==> config.mk <==
export PLATFORM = sky130hd
export DESIGN_NAME = rdmx_header_inserter
export DESIGN_NICKNAME = d
export VERILOG_FILES = /design/src/rtl/rdmx_header_inserter.sv
export SDC_FILE = /design/constraint.sdc
export NUM_CORES = 1
export LEC_CHECK = 0
export CELL_PAD_IN_SITES_DETAIL_PLACEMENT = 0
export CELL_PAD_IN_SITES_GLOBAL_PLACEMENT = 2
export CORE_AREA = 2 2 507 509
export DETAILED_ROUTE_END_ITERATION = 6
export DIE_AREA = 0 0 509 511
export HOLD_SLACK_MARGIN = 0.12
export PLACE_DENSITY_LB_ADDON = 0.1
export SLEW_MARGIN = 20
export SYNTH_ARGS = -nofsm -noshare
export SYNTH_HDL_FRONTEND = slang
export SYNTH_SLANG_ARGS = --single-unit
==> constraint.sdc <==
create_clock -name i_clk -period 7.4 [get_ports i_clk]
set_clock_uncertainty 0.05 [all_clocks]
set_input_delay 1.85 -clock i_clk [delete_from_list [all_inputs] [get_ports i_clk]]
set_output_delay 1.85 -clock i_clk [all_outputs]
set_load 0.1 [all_outputs]
==> src/rtl/rdmx_header_inserter.sv <==
// Prepends a header beat (target address, sequence number, magic) to every TLAST-delimited
// packet; payload beats pass through combinationally.
module rdmx_header_inserter #(
  parameter int unsigned DW = 512
) (
  input  logic              i_clk,
  input  logic              i_resetn,
  input  logic [63:0]       i_base_addr,
  input  logic [63:0]       i_window_bytes,
  input  logic [DW-1:0]     i_axis_in_tdata,
  input  logic [DW/8-1:0]   i_axis_in_tkeep,
  input  logic              i_axis_in_tlast,
  input  logic              i_axis_in_tvalid,
  output logic              o_axis_in_tready,
  output logic [DW-1:0]     o_axis_out_tdata,
  output logic [DW/8-1:0]   o_axis_out_tkeep,
  output logic              o_axis_out_tlast,
  output logic              o_axis_out_tvalid,
  input  logic              i_axis_out_tready,
  output logic [31:0]       o_packets_sent
);

  localparam int unsigned BPB = DW / 8;

  typedef enum logic {StHdr, StData} state_t;

  state_t        r_state, w_state_nxt;
  logic [63:0]   r_cur_addr;
  logic [31:0]   r_seq;
  logic [15:0]   r_beats;
  logic [31:0]   r_packets_sent;

  logic [DW-1:0] w_hdr;
  logic [63:0]   w_adv;
  logic [63:0]   w_next_addr;
  logic          w_wrap;
  logic          w_data_hs;
  logic          w_pkt_end;

  always_comb begin
    w_hdr          = '0;
    w_hdr[63:0]    = r_cur_addr;
    w_hdr[95:64]   = r_seq;
    w_hdr[111:96]  = 16'h5244;
  end

  // Address advances by whole beats, regardless of tkeep on the final beat.
  assign w_adv       = (64'(r_beats) + 64'd1) * 64'(BPB);
  assign w_next_addr = r_cur_addr + w_adv;
  assign w_wrap      = (i_window_bytes != 64'd0) &&
                       ((w_next_addr - i_base_addr) >= i_window_bytes);

  assign w_data_hs = (r_state == StData) && i_axis_in_tvalid && i_axis_out_tready;
  assign w_pkt_end = w_data_hs && i_axis_in_tlast;

  always_comb begin
    w_state_nxt       = r_state;
    o_axis_out_tdata  = w_hdr;
    o_axis_out_tkeep  = '1;
    o_axis_out_tlast  = 1'b0;
    o_axis_out_tvalid = 1'b0;
    o_axis_in_tready  = 1'b0;
    unique case (r_state)
      StHdr: begin
        // Header only goes out once a payload beat is already waiting upstream.
        o_axis_out_tvalid = i_axis_in_tvalid;
        if (i_axis_in_tvalid && i_axis_out_tready) w_state_nxt = StData;
      end
      StData: begin
        o_axis_out_tdata  = i_axis_in_tdata;
        o_axis_out_tkeep  = i_axis_in_tkeep;
        o_axis_out_tlast  = i_axis_in_tlast;
        o_axis_out_tvalid = i_axis_in_tvalid;
        o_axis_in_tready  = i_axis_out_tready;
        if (w_pkt_end) w_state_nxt = StHdr;
      end
      default: w_state_nxt = StHdr;
    endcase
    if (!i_resetn) begin
      o_axis_out_tvalid = 1'b0;
      o_axis_in_tready  = 1'b0;
    end
  end

  always_ff @(posedge i_clk) begin
    if (!i_resetn) begin
      r_state        <= StHdr;
      r_cur_addr     <= i_base_addr;
      r_seq          <= '0;
      r_beats        <= '0;
      r_packets_sent <= '0;
    end else begin
      r_state <= w_state_nxt;
      if (w_pkt_end) begin
        r_cur_addr     <= w_wrap ? i_base_addr : w_next_addr;
        r_seq          <= r_seq + 32'd1;
        r_packets_sent <= r_packets_sent + 32'd1;
        r_beats        <= '0;
      end else if (w_data_hs) begin
        r_beats <= r_beats + 16'd1;
      end
    end
  end

  assign o_packets_sent = r_packets_sent;

endmodule
==> flow_summary.ini <==
[run_status]
status = complete, but fails checks
violations = setup timing

[die]
io_pins = 1320
start_util_pct = 6.96
design.core.area_sq_mm = 0.255
die-area_sq_mm = 0.260
num_rows = 186
fp.dieH_um = 511
die_w_um = 509

[critical_path]
cp-end-kind = flip-flop
critPathMaxFanout = 12
cp_slowest_stage_delay_ns = 0.38
crit_path_end = r_cur_addr[21]$_DFFE_PP_
worstReg2RegStart = r_beats[1]$_SDFFE_PP0P_
crit_start = r_beats[1]$_SDFFE_PP0P_
r2r_slack_ns = -0.72
crit_slowest_cell = dfxtp_4
cpMostUsedCell = and3_4
crit_type = reg2reg
timing.rr.end = r_cur_addr[21]$_DFFE_PP_
reg2reg_depth = 40
cp_data_arrival_time_ns = 8.35
cp.required_ns = 7.63
start_kind = flip-flop

[sta]
layout_min_cycle_time_ns = 8.12
slew_viol_final = 0
slew_headroom_pct = 18.9
rsz0062_at_grt = true
finalHoldViolCount = 0
setup_violations = 70
finalCritPeriodShare_pct = 110
whs_ns = 0.469
fmax_mhz = 123
tightest_slew_ns = 1.21
timing.final.ws_setup_ns = -0.720

[route]
via_per_inst = 3.16
drc = 0
routed_wl_um = 229000
wl_per_cell_um = 31.3
ant_nets = 0
drt_iter0_markers = 922
drtPass1Iterations = 5
vias = 23120

[power_and_ir_drop]
p_switching_mw = 3.63
p_comb_share_pct = 71.2
seqPwrFrac_pct = 14.7
power.density_mw_per_mm2 = 176
cellInternalPower_mw = 3.28
peakVddDrop_v = 0.000203
clkPwrFrac_pct = 14.1
p_leak_nw = 15.9
power_switching_share_pct = 52.5

[global_routing]
grt_start_max_net_pins = 112
track_usage_pct = 16.9
grt_pass1_vias = 24568
grt-ovfl-total = 0
grt_pass1_wl_um = 283000
antenna_found_initial = 135

[synth]
syn_avg_cell_area_sq_um = 7.97
synthDistinctLibCells = 75
yosys_most_used_dff = dfxtp_1
ys_async_sr_fraction_pct = 0
netlist_instances = 2227
synthesis.area_sq_mm = 0.0178
synth_nets = 3085
synth_edf_count = 64
yosys_warnings = 0
synth_seq_cells = 145
synth-seq-area-share_pct = 20.0

[clocking]
htree_levels = 4
cts.path.max_buffers = 2
cts_sinks = 145
clock_latency_ns = 0.53
cts_root_buffer = clkbuf_16
cts_tree = yes
numCtsBuffers = 17
cts_hold_buf = 0
clk_pin_slew_ns = 0.08

[placement]
pre_cts_ws_ns = -1.44
port_buffers = 1319
dpl.hpwl_um = 205000
finalWeightedCongestion = 0.895

[worst_hold_path]
hold_path_class = reg2reg

[layout]
drive_gt1_share_pct = 24.5
ff_latch_area_sq_mm = 0.00356
nets = 4735
fill_cells = 29133
multi_input_area_sq_mm = 0.0141
area_delta_synth_final_pct = 120
post-route-util_pct = 15.3

[job]
maxCapViolCount = 0
==> logic make-up (layout without fill, tap and decap cells) <==
| logic type | Yosys count | in the layout | synth area share [%] |
|---|---|---|---|
| simple gates | 1015 | 1015 | 32.5 |
| compound gates | 319 | 319 | 12.1 |
| buf+inv | 251 | 1914 | 5.54 |
| xor+xnor | 197 | 197 | 9.72 |
| mux | 151 | 151 | 9.58 |
| fa+ha+maj | 149 | 149 | 10.6 |
| flops | 145 | 145 | 20.0 |
| other cells | 0 | 37 | 0 |
==> through the flow <==
| step | cell area [sq um] | power, mW | TNS (ns) | std cells |
|---|---|---|---|---|
| floorplan | 17900 | 3.70 | -0.0252 | 2227 |
| global placement | 37300 | 5.77 | -94.24 | 7207 |
| detailed placement | 37300 | 5.74 | -91.94 | 7207 |
| CTS | 38400 | 6.94 | -61.53 | 7262 |
| global route | 39100 | 7.32 | -78.41 | 7279 |
| finish | 39100 | 6.90 | -47.63 | 7311 |
==> power groups by stage <==
stage	clock network, mW	logic, mW	registers [mW]
floorplan	0	2.72	0.981
global placement	0	4.73	1.05
detailed placement	0	4.69	1.04
CTS	1.05	4.86	1.03
global route	1.06	5.23	1.03
finish	0.975	4.91	1.02
==> worst min path at each step <==
stage | startpoint | end | slack (ns) | cells after the start
detailed placement | r_beats[15]$_SDFFE_PP0P_ | r_beats[15]$_SDFFE_PP0P_ | 0.46 | 2
global placement | r_beats[1]$_SDFFE_PP0P_ | r_beats[1]$_SDFFE_PP0P_ | 0.46 | 2
CTS | r_beats[15]$_SDFFE_PP0P_ | r_beats[15]$_SDFFE_PP0P_ | 0.47 | 2
finish | r_beats[15]$_SDFFE_PP0P_ | r_beats[15]$_SDFFE_PP0P_ | 0.47 | 2
global route | r_beats[15]$_SDFFE_PP0P_ | r_beats[15]$_SDFFE_PP0P_ | 0.50 | 2
floorplan | r_seq[5]$_SDFFE_PN0P_ | r_seq[5]$_SDFFE_PN0P_ | 0.42 | 2
==> cells in the final DEF (no fill, tap or decap), types with 11 or more instances in the layout <==
cell / count
a21boi_0: 11
a21o_1: 60
a21oi_1: 82
a21oi_2: 13
and2_1: 474
and3_1: 41
buf_12: 13
buf_2: 20
buf_4: 603
clkbuf_16: 19
clkdlybuf4s50_1: 1086
dfxtp_1: 75
diode_2: 37
edfxtp_1: 64
ha_1: 138
inv_1: 144
mux2_1: 16
mux2_2: 93
mux2_4: 42
nand2_1: 118
nand2b_1: 80
nand3_1: 51
nand4_1: 49
nor2_1: 77
nor2b_1: 14
nor3_1: 12
nor4_1: 17
o21ai_0: 40
o21ai_1: 13
or3_1: 11
xnor2_1: 128
xor2_1: 56
==> worst max-delay path, delay by kind of cell (launching register included) <==
kind	cells	cell delay, ns
xor+xnor	3	0.46
mux	1	0.33
simple gates	14	2.20
fa+ha+maj	3	0.96
compound gates	13	2.48
flops	1	0.38
buf+inv	6	1.00
==> synth_stat cells (11+ instances only) <==
cell type	instances	area, sq um
o21bai_1	11	82.6
nand4_1	49	307
dfxtp_1	81	1620
nor4_1	19	119
clkbuf_1	89	334
nor3_1	13	65.1
and3_1	50	313
nand3_1	60	300
inv_1	145	544
nor2b_1	17	106
and2_1	482	3020
o21ai_0	42	210
or3_1	13	81.3
a21o_1	60	450
nor2_1	84	315
o21ai_1	16	80.1
xnor2_1	139	1220
nand2b_1	80	500
a21oi_1	95	475
a21boi_0	11	82.6
mux2_2	93	1050
xor2_1	58	508
ha_1	147	1840
nand2_1	128	480
edfxtp_1	64	1920
mux2_1	58	653
==> area by class of cell <==
| class | instances | area share (%) |
|---|---|---|
| Antenna cell | 37 | 0.237 |
| Clock buffer | 20 | 1.22 |
| Clock inverter | 12 | 0.294 |
| Inverter | 147 | 1.41 |
| Multi-Input combinational cell | 1831 | 36.0 |
| Sequential cell | 145 | 9.10 |
| Tap cell | 3384 | 10.8 |
| Timing Repair Buffer | 1735 | 40.9 |
==> registers in the layout, summed over array words and instances (netlist names) <==
name            cells
r_cur_addr         64
o_packets_sent     32
r_seq              32
r_beats            16
r_state             1
==> metal layers <==
layer	routed length, um	share of wire [%]	track usage [%]
met1	87400	38	18.3
met2	112000	49	29.5
met3	25200	11	8.72
met4	3830	1.7	3.15
met5	567	0.25	0
==> timing repair <==
| item | in CTS | in global routing |
|---|---|---|
| buffers inserted | 19 | 11 |
| pin swaps | 40 | 34 |
| gates cloned | 4 | 1 |
| gates resized for setup | 51 | 108 |
| endpoints found under the setup margin | 70 | 70 |
No activity file was read; power rests on OpenSTA's default activity.
